`config.mk`:
```
export PLATFORM = sky130hd
export DESIGN_NAME = adder_result_accum
export DESIGN_NICKNAME = d
export VERILOG_FILES = /design/src/rtl/adder_result_accum.sv
export SDC_FILE = /design/constraint.sdc
export NUM_CORES = 1
export LEC_CHECK = 0
export ABC_CLOCK_PERIOD_IN_PS = 2800
export CAP_MARGIN = 20
export CORE_MARGIN = 4
export CORE_UTILIZATION = 50
export DETAILED_ROUTE_END_ITERATION = 12
export DONT_BUFFER_PORTS = 1
export GPL_ROUTABILITY_DRIVEN = 0
export SLEW_MARGIN = 20
export SYNTH_ARGS = -nofsm -noshare
export SYNTH_HDL_FRONTEND = slang
export SYNTH_SLANG_ARGS = --single-unit
```
`constraint.sdc`:
```
create_clock -name clk -period 2.8 [get_ports clk]
set_input_delay 0.56 -clock clk [delete_from_list [all_inputs] [get_ports clk]]
set_output_delay 0.56 -clock clk [all_outputs]
set_load 0.02 [all_outputs]
```
`src/rtl/adder_result_accum.sv`:
```
// Batch accumulator for the 4-bit ripple adder results: sums BATCH {cout,sum} operands
// and presents the 8-bit total with a sticky overflow flag. Optional macro: ADDER_ACCUM_SATURATE_EN.
module adder_result_accum #(
  parameter int BATCH = 8
) (
  input  logic       clk,
  input  logic       rst,
  input  logic [3:0] in_sum,
  input  logic       in_cout,
  input  logic       in_valid,
  output logic       in_ready,
  input  logic       clr,
  output logic [7:0] out_data,
  output logic       out_ovf,
  output logic       out_valid,
  input  logic       out_ready,
  output logic [4:0] level
);

  typedef enum logic [0:0] {
    ST_COLLECT = 1'b0,
    ST_PRESENT = 1'b1
  } state_t;

  localparam logic [4:0] LAST_LEVEL = 5'(BATCH - 1);

  state_t     state_r;
  state_t     state_nx_s;
  logic [7:0] acc_r;
  logic [7:0] acc_nx_s;
  logic       ovf_r;
  logic       ovf_nx_s;
  logic [4:0] level_r;
  logic [4:0] level_nx_s;
  logic       in_ready_r;
  logic       out_valid_r;
  logic [8:0] sum_s;
  logic       accept_s;
  logic       handoff_s;

  // Carry out of the 9-bit sum is the overflow indication for this accept.
  assign sum_s     = {1'b0, acc_r} + {4'b0000, in_cout, in_sum};
  assign accept_s  = in_valid & in_ready_r;
  assign handoff_s = out_valid_r & out_ready;

  // Next-state and datapath update; clr overrides any accept or handoff.
  always_comb begin
    state_nx_s = state_r;
    acc_nx_s   = acc_r;
    ovf_nx_s   = ovf_r;
    level_nx_s = level_r;
    if (clr) begin
      state_nx_s = ST_COLLECT;
      acc_nx_s   = 8'h00;
      ovf_nx_s   = 1'b0;
      level_nx_s = 5'd0;
    end else begin
      case (state_r)
        ST_COLLECT: begin
          if (accept_s) begin
`ifdef ADDER_ACCUM_SATURATE_EN
            acc_nx_s = (ovf_r | sum_s[8]) ? 8'hFF : sum_s[7:0];
`else
            acc_nx_s = sum_s[7:0];
`endif
            ovf_nx_s   = ovf_r | sum_s[8];
            level_nx_s = level_r + 5'd1;
            if (level_r == LAST_LEVEL) begin
              state_nx_s = ST_PRESENT;
            end else begin
              state_nx_s = ST_COLLECT;
            end
          end else begin
            state_nx_s = ST_COLLECT;
          end
        end
        ST_PRESENT: begin
          if (handoff_s) begin
            state_nx_s = ST_COLLECT;
            acc_nx_s   = 8'h00;
            ovf_nx_s   = 1'b0;
            level_nx_s = 5'd0;
          end else begin
            state_nx_s = ST_PRESENT;
          end
        end
        default: begin
          state_nx_s = ST_COLLECT;
          acc_nx_s   = 8'h00;
          ovf_nx_s   = 1'b0;
          level_nx_s = 5'd0;
        end
      endcase
    end
  end

  // State, datapath and handshake flops; handshake outputs come straight from flops.
  always_ff @(posedge clk) begin
    if (rst) begin
      state_r     <= ST_COLLECT;
      acc_r       <= 8'h00;
      ovf_r       <= 1'b0;
      level_r     <= 5'd0;
      in_ready_r  <= 1'b1;
      out_valid_r <= 1'b0;
    end else begin
      state_r     <= state_nx_s;
      acc_r       <= acc_nx_s;
      ovf_r       <= ovf_nx_s;
      level_r     <= level_nx_s;
      in_ready_r  <= (state_nx_s == ST_COLLECT);
      out_valid_r <= (state_nx_s == ST_PRESENT);
    end
  end

  assign in_ready  = in_ready_r;
  assign out_valid = out_valid_r;
  assign out_data  = acc_r;
  assign out_ovf   = ovf_r;
  assign level     = level_r;

endmodule

```
# After elaboration in Yosys (flattened, before gate mapping)
# Index checks and enable logic that the tools add are counted.
dict set report word_totals {
  regBits 16
  out_inout_bits 16
}
dict set report op_classes {
  add_sub_neg 2
  eq_ne 3
  n_mux 14
  n_bitwise 5
  n_reduce_logical 2
}
# operator count
set op_table {}
lappend op_table {{8-bit 2-to-1 mux} 2}
lappend op_table {{8-bit one-hot mux with 2 select lines} 1}
lappend op_table {{5-bit 2-to-1 mux} 2}
lappend op_table {{5-bit one-hot mux with 2 select lines} 1}
lappend op_table {{8-bit by 5-bit adder with 9-bit output} 1}
lappend op_table {{1-bit 2-to-1 mux} 6}
lappend op_table {{5-bit by 1-bit adder with 5-bit output (second input constant)} 1}
lappend op_table {{5-bit by 3-bit equality test with 1-bit output (second input constant)} 1}
lappend op_table {{1-bit one-hot mux with 2 select lines} 2}
lappend op_table {{1-bit AND} 2}
lappend op_table {{2-bit by 1-bit != test with 1-bit output (second input constant)} 1}
lappend op_table {{2-bit != test (second input constant)} 1}
lappend op_table {{1-bit NOT} 2}
lappend op_table {{2-bit AND reduction} 1}
lappend op_table {{2-bit OR reduction} 1}
lappend op_table {{1-bit OR} 1}

# Depth between registers and ports, before layout
# Gate-level depths: netlist of the first run.
dict set report logic_depth {
  word_depth 6
  mapped_depth 6
  depth_no_buf 6
}

# Worst setup path before layout of the first run
# Ideal clock, no wire load.
dict set report synth_timing {
  path_type {in2reg}
  start {in in_sum[0]}
  end {reg ovf_r, in the netlist out_ovf}
  arrival_ns 1.750
  t_required_ns 2.683
  setup_slack_ns 0.933
  stages 6
  path_cell_list {ha_1 fa_1 a211oi_1 o21bai_1 a41oi_1 nor2_1}
}
dict set report synth_between {
  elab_chain_cells 4
}
# element line_no
set synth_rtl {}
lappend synth_rtl {{start: declaration} 8} ;# input logic [3:0] in_sum,
lappend synth_rtl {{8-bit by 5-bit adder with 9-bit output} 42} ;# assign sum_s = {1'b0, acc_r} + {4'b0000, in_cout, in_sum};
lappend synth_rtl {{1-bit OR} 66} ;# ovf_nx_s = ovf_r | sum_s[8];
lappend synth_rtl {{1-bit 2-to-1 mux} 60} ;# if (accept_s) begin
lappend synth_rtl {{1-bit one-hot mux with 2 select lines} 58} ;# case (state_r)
lappend synth_rtl {{end signal: assignment} 109} ;# ovf_r <= ovf_nx_s;
lappend synth_rtl {{end: declaration} 31} ;# logic ovf_r;
# No other way between the ends. The select of a mux whose other input is x is not followed.
# A chain may end at the register's enable or synchronous reset.

# Worst setup path in the final report of the first run
dict set report layout_timing {
  start {reg acc_r[0], in the netlist out_data[0]}
  end {reg ovf_r, in the netlist out_ovf}
}
dict set report layout_between {
  elab_chain_cells 4
}
# element line_no
set layout_rtl {}
lappend layout_rtl {{start: declaration} 29} ;# logic [7:0] acc_r;
lappend layout_rtl {{start signal: assignment} 108} ;# acc_r <= acc_nx_s;
lappend layout_rtl {{8-bit by 5-bit adder with 9-bit output} 42}
lappend layout_rtl {{1-bit OR} 66}
lappend layout_rtl {{1-bit 2-to-1 mux} 60}
lappend layout_rtl {{1-bit one-hot mux with 2 select lines} 58}
# No other way between the ends. The select of a mux whose other input is x is not followed.

==> qor_table.md, run 1 <==
| Stage | Parameter | Value |
|:---|:---|:---|
| clock network | TritonCTS clock tree | built |
| clock network | Clock input transition at the sequential cells of the worst setup and hold paths | 0.09 ns |
| pwr | Relative contribution of combinational cells to total power | 10.3% |
| sta | Worst Clk Skew | 0.00340 ns |
| sta | Post-layout minimum cycle time | 1.83 ns |
| detailed routing | WL met1 | 833 um |
| floorplanning | Number of top-level pins | 26 |
| min path | Path category of the worst min-delay check | input port to register |
| critical path | Kind of cell with the highest combined delay on the critical path | adder cells |
| layout | Growth of design area from synthesis to finish | 4.85% |
| clock network | CTS buffer count | 3 |
| layout | Number of cells in the finished layout apart from fillers | 115 |
| grt | Number of global-route vias before repair | 625 |
| flow run | Reported max-cap violation count | 0 |
| placement | Number of instances in the placed design | 111 |
| clock network | Post CTS Setup Buffer Count | 0 |
| layout | Commonest non-fill, non-tap cells in the layout | dfxtp_1 (16), a21oi_1 (11), nand3_1 (7), nor2_1 (7) |
| critical path | Data arrival, critical path | 2.00 ns |
| grt | Wire length of the first global-routing pass | 2930 um |
| critical path | Category of the worst setup path launch point | register |
| clock network | Clock net sink count | 16 |
| clock network | # H-tree levels | 1 |
| critical path | Worst setup EP type | register |
| placement | Input/output buffers | 0 |
| layout | Fill cell instance count of the final layout | 151 |
| layout | Layout Nets | 117 |
| floorplanning | Core box area | 1580 sq um |
| detailed routing | Overall routed net length | 1780 um |
| clock network | Number of buffers on the longest clock path | 2 |
| critical path | Cell-by-cell listing of the critical path | ha_1 -> fa_1 -> a211oi_1 -> o21bai_1 -> a41oi_1 -> nor2_1 |
| critical path | Total buffers and inverters traversed by the critical path | 0 |
| sta | RSZ-0062 raised after global routing | no |
| detailed routing | Routed wl met3 | 117 um |
| detailed routing | Avg Vias per Cell | 6.08 |
| logic synthesis | Total of warnings raised by yosys | 0 |
| sta | Aggregate negative setup slack | 0 ns |
| grt | Initial antenna violation count | 0 |
| sta | Fin. Hold Viols | 0 |
| floorplanning | DIE HEIGHT | 49.9 um |
| floorplanning | Overall die area | 2490 sq um |
| pwr | Internal power | 0.329 mW |
| logic synthesis | #FFs+latches synth | 16 |
| placement | HPWL after detailed placement | 1380 um |
| pwr | Fraction of power spent switching nets | 24.5% |
| outcome | Outcome | finished clean |
| sta | Max Freq | 547 MHz |
| layout | Fraction of final layout cells with drive strength greater than 1 | 9.09% |
| detailed routing | 1st-iter DRT viols | 11 |
| critical path | Depth of the critical timing path with buffers and inverters included | 6 |
| logic synthesis | Most used DFF post-synth | dfxtp_1 |
| floorplanning | Number of placement rows | 14 |
| sta | Max Slew Vio Count | 0 |
| sta | Worst slew pin tran | 0.662 ns |
| pwr | Pleak | 0.364 nW |
| clock network | Number of gates resized after CTS | 0 |
| detailed routing | Final antenna-violating net count | 0 |
| critical path | Depth of the most critical reg-to-reg path | 6 |
| layout | Diode insertion count for antenna repair | 0 |
| detailed routing | First-pass iteration count of the detailed router | 4 |
| pwr | Total power | 0.435 mW |
| sta | Worst slew slack as a fraction of its limit | 55.6% |
| logic synthesis | Combined area of all synthesized cells | 877 sq um |
| clock network | Hold-fix buffer count after cts | 0 |
| detailed routing | Routed vias | 699 |
| logic synthesis | Library cells used by synthesis | 34 |
| logic synthesis | Post-Synthesis Net Count | 114 |
| pwr | Worst supply voltage drop on vdd | 0.186 mV |
| critical path | CP max-delay cell | fa_1 |
| grt | Overall track demand over capacity in global routing | 15.2% |
| pwr | NetSw | 0.107 mW |
| detailed routing | Remaining design rule violation count | 0 |
| detailed routing | Per-cell routed wire length | 15.5 um |
| sta | Final Cycle Share | 65.2% |
| logic synthesis | Fraction of registers with async set or reset after synthesis | 0% |
| floorplanning | Die width | 49.9 um |
| clock network | Clock insertion delay at the later pin of the skew report | 0.28 ns |
| critical path | Data required time at the worst endpoint | 2.98 ns |
| grt | Largest net degree at the start of global routing | 14 |
| logic synthesis | Syn Inst Count | 97 |
| critical path | Kind of critical path | register to register |
| detailed routing | Wire length on met2 | 818 um |
| layout | Most common cell after layout, fill and taps aside | dfxtp_1 |
| clock network | Root cell of the clock tree | clkbuf_4 |
| floorplanning | Starting density of the core | 55.6% |
| critical path | Highest cell delay on the worst timing path | 0.43 ns |
| min path | Count of cells along the worst hold path | 2 |
| sta | Setup-violating endpoint count in the final report | 0 |
| logic synthesis | Share of synthesized area occupied by flip-flops and latches | 36.5% |
| detailed routing | Uppermost layer routed | met4 |
| critical path | CP Max Fanout | 3 |
| logic synthesis | Number of flops mapped to enable cells by yosys | 0 |
| pwr | Areal power density over the cells | 473 nW/um^2 |
| pwr | Relative contribution of the clock network to total power | 34.3% |
| grt | Leftover overflow at the end of global routing | 0 |
| pwr | Part of the total power dissipated in sequential elements | 55.3% |
| logic synthesis | Syn_area_per_cell | 9.04 sq um |
==> cells in the mapped netlist (all sizes together) (3+ instances only) <==
cell    instances  area share, %
nand2           6            2.6
nand3           7            4.0
o21ai           4            2.3
buf             3            2.4
nor2            7            3.0
ha              6            8.6
dfxtp          16             37
a21oi          11            6.3
o211ai          3            3.1
xor2            3            3.0
==> metal layers <==
metal,track usage (%),up-vias
met5,0,-
met3,6.33,2
met4,5.53,0
li1,-,366
met1,18.4,314
met2,24.0,17
==> cells by family (layout without fill, tap and decap cells) <==
group	Yosys count	count (layout)	synth area share (%)
AND/OR/NAND/NOR	37	37	22.1
XOR/XNOR	3	3	3.00
buffers and inverters	4	6	2.85
adder cells (fa/ha/maj)	7	7	10.8
flip-flops	16	16	36.5
AO/OA/AOI/OAI	30	30	24.7
==> stage by stage <==
step / area (sq um) / hold WS (ns) / worst slack [ns] / util, %
after floorplan: 877 / 0.558 / 0.933 / -
after global placement: 883 / 0.572 / 0.825 / 56.0
after detailed placement: 883 / 0.583 / 0.824 / 56.0
after CTS: 920 / 0.529 / 0.963 / 58.3
after global routing: 920 / 0.544 / 0.868 / 58.3
final: 920 / 0.539 / 0.973 / 58.3
==> power groups by stage <==
stage	clock network, mW	logic (mW)	registers [mW]
floorplan	0	0.0384	0.245
global placement	0	0.0444	0.246
detailed placement	0	0.0450	0.246
CTS	0.155	0.0452	0.241
global route	0.168	0.0504	0.242
finish	0.150	0.0449	0.241
==> cell type report <==
class | instances | area [sq um] | share of cell area [%]
Inverter | 1 | 3.75 | 0.408
Clock buffer | 4 | 36.3 | 3.95
Tap cell | 16 | 20.0 | 2.18
Timing Repair Buffer | 1 | 7.51 | 0.816
Sequential cell | 16 | 320 | 34.8
Multi-Input combinational cell | 77 | 532 | 57.8
==> registers in the layout, summed over array words and instances, names as in the netlist <==
register and cells:
out_valid 1, out_ovf 1, level 5, out_data 8
in_ready 1
==> worst paths after layout <==
kind	startpoint	end	slack [ns]
hold / removal	rst	out_valid	0.54
setup / recovery	out_data[0]	out_ovf	0.97
hold reg to reg	out_data[0]	out_data[0]	0.59
setup reg to reg	out_data[0]	out_ovf	0.97
Note: power is estimated with default switching activity, not from simulation.
==> inputs of run 2 (changes only) <==
ABC_CLOCK_PERIOD_IN_PS = 1700   (was 2800)
clock period = 1.7 ns   (was 2.8 ns; I/O delays follow)
==> run 2 against run 1 <==
Die area stayed put; core utilization rose by 7.9 points; total power is 74% higher; wire length up 9.1%; critical path type unchanged; non-clock buffer count is 14 higher; sequential power increased by 61%; combinational power is 140% higher; first-iteration DRC count rose by 27%; highest routed layer unchanged; clock skew rose by 0.0010 ns.
==> qor_table.md, run 2 (synthesis gave the netlist of run 1 again) <==
| Stage | Parameter | Value |
|:---|:---|:---|
| grt | Number of global-route vias before repair | 717 |
| pwr | NetSw | 0.197 mW |
| grt | Largest net degree at the start of global routing | 13 |
| clock network | # H-tree levels | 1 |
| clock network | Number of buffers on the longest clock path | 2 |
| sta | Post-layout minimum cycle time | 1.62 ns |
| floorplanning | Die width | 49.9 um |
| clock network | Clock input transition at the sequential cells of the worst setup and hold paths | 0.10 ns |
| sta | Fin. Hold Viols | 0 |
| detailed routing | Remaining design rule violation count | 0 |
| sta | Worst slew pin tran | 0.427 ns |
| placement | Input/output buffers | 0 |
| grt | Initial antenna violation count | 0 |
| sta | Setup-violating endpoint count in the final report | 0 |
| pwr | Relative contribution of combinational cells to total power | 14.2% |
| critical path | Kind of critical path | register to register |
| min path | Path category of the worst min-delay check | input port to register |
| clock network | CTS buffer count | 3 |
| sta | Max Freq | 619 MHz |
| flow run | Reported max-cap violation count | 0 |
| placement | Number of instances in the placed design | 125 |
| floorplanning | Starting density of the core | 55.6% |
| sta | Worst slew slack as a fraction of its limit | 71.3% |
| critical path | Category of the worst setup path launch point | register |
| pwr | Fraction of power spent switching nets | 26.1% |
| placement | HPWL after detailed placement | 1450 um |
| pwr | Relative contribution of the clock network to total power | 34.6% |
| grt | Wire length of the first global-routing pass | 3220 um |
| outcome | Outcome | finished clean |
| detailed routing | 1st-iter DRT viols | 14 |
| clock network | Clock insertion delay at the later pin of the skew report | 0.30 ns |
| detailed routing | Final antenna-violating net count | 0 |
| grt | Leftover overflow at the end of global routing | 0 |
| critical path | CP Max Fanout | 3 |
| pwr | Pleak | 0.441 nW |
| grt | Overall track demand over capacity in global routing | 16.7% |
| detailed routing | Overall routed net length | 1940 um |
| detailed routing | Per-cell routed wire length | 15.1 um |
| layout | Fraction of final layout cells with drive strength greater than 1 | 24.8% |
| floorplanning | Overall die area | 2490 sq um |
| clock network | TritonCTS clock tree | built |
| clock network | Root cell of the clock tree | clkbuf_4 |
| pwr | Worst supply voltage drop on vdd | 0.490 mV |
| layout | Growth of design area from synthesis to finish | 19.1% |
| detailed routing | First-pass iteration count of the detailed router | 4 |
| sta | RSZ-0062 raised after global routing | yes |
| floorplanning | Number of placement rows | 14 |
| pwr | Total power | 0.757 mW |
| layout | Commonest non-fill, non-tap cells in the layout | dfxtp_1 (15), buf_4 (15), a21oi_1 (11) |
| floorplanning | Number of top-level pins | 26 |
| sta | Final Cycle Share | 95.0% |
| clock network | Clock net sink count | 16 |
| critical path | Data arrival, critical path | 1.81 ns |
| layout | Number of cells in the finished layout apart from fillers | 129 |
| floorplanning | DIE HEIGHT | 49.9 um |
| layout | Diode insertion count for antenna repair | 0 |
| critical path | Data required time at the worst endpoint | 1.89 ns |
| layout | Layout Nets | 131 |
| detailed routing | Avg Vias per Cell | 5.89 |
| clock network | Hold-fix buffer count after cts | 0 |
| pwr | Part of the total power dissipated in sequential elements | 51.2% |
| floorplanning | Core box area | 1580 sq um |
| sta | Max Slew Vio Count | 0 |
| sta | Worst Clk Skew | 0.00444 ns |
| pwr | Internal power | 0.560 mW |
| critical path | Worst setup EP type | register |
| layout | Max reg flops | 8 |
| detailed routing | Routed vias | 760 |
| clock network | Post CTS Setup Buffer Count | 0 |
| pwr | Areal power density over the cells | 725 nW/um^2 |
run 2: layer usage:
metal,vias up,routed length (um),global-route usage (%),part of all wire (%)
met5,-,0,0,0
met4,0,30,8.29,1.5
met3,3,107,4.82,5.5
met2,20,919,27.5,47
met1,348,886,19.6,46
li1,389,-,-,-
run 2: layout make-up:
class                   instances  area (sq um)
clock buffers                   4          36.3
well taps                      16          20.0
fillers                       138           532
multi-input cells              77           551
flip-flops and latches         16           322
repair buffers                 15           113
inverters                       1          3.75
run 2: worst paths after layout:
check	startpoint	to	slack, ns	cells past startpoint
setup / recovery	out_data[0]	out_ovf	0.08	6
hold / removal	in_sum[0]	out_data[0]	0.32	3
setup reg to reg	out_data[0]	out_ovf	0.08	6
hold reg to reg	level[1]	level[1]	0.52	2
run 2: power groups by stage:
stage | sequential (mW) | combinational (mW) | clock, mW
2_1_floorplan | 0.404 | 0.0632 | 0
3_3_place_gp | 0.396 | 0.102 | 0
3_5_place_dp | 0.396 | 0.103 | 0
4_1_cts | 0.387 | 0.104 | 0.271
5_1_grt | 0.389 | 0.121 | 0.289
6_report | 0.387 | 0.108 | 0.262
run 2: worst max-delay path, stage by stage, from the launching register on:
cell      delay, ns
dfxtp_1        0.33
ha_1           0.21
fa_2           0.39
a211oi_2       0.23
o21bai_2       0.11
a41oi_2        0.20
nor2_1         0.05
run 2: metrics by stage:
step	hold slack, ns	TNS [ns]	area (sq um)	setup WS (ns)	utilization (%)
after floorplan	0.558	0	877	0.00121	-
after global placement	0.494	-0.0485	988	-0.0451	62.7
after detailed placement	0.507	-0.0537	988	-0.0537	62.7
after CTS	0.312	0	1030	0.0282	65.2
after global routing	0.308	-0.0781	1040	-0.0482	66.3
final	0.322	0	1040	0.0843	66.3
run 2: timing repair:
action                     in CTS  in global routing
resized for setup               1                  4
pin swaps                       0                  2
setup endpoints to repair       1                  3
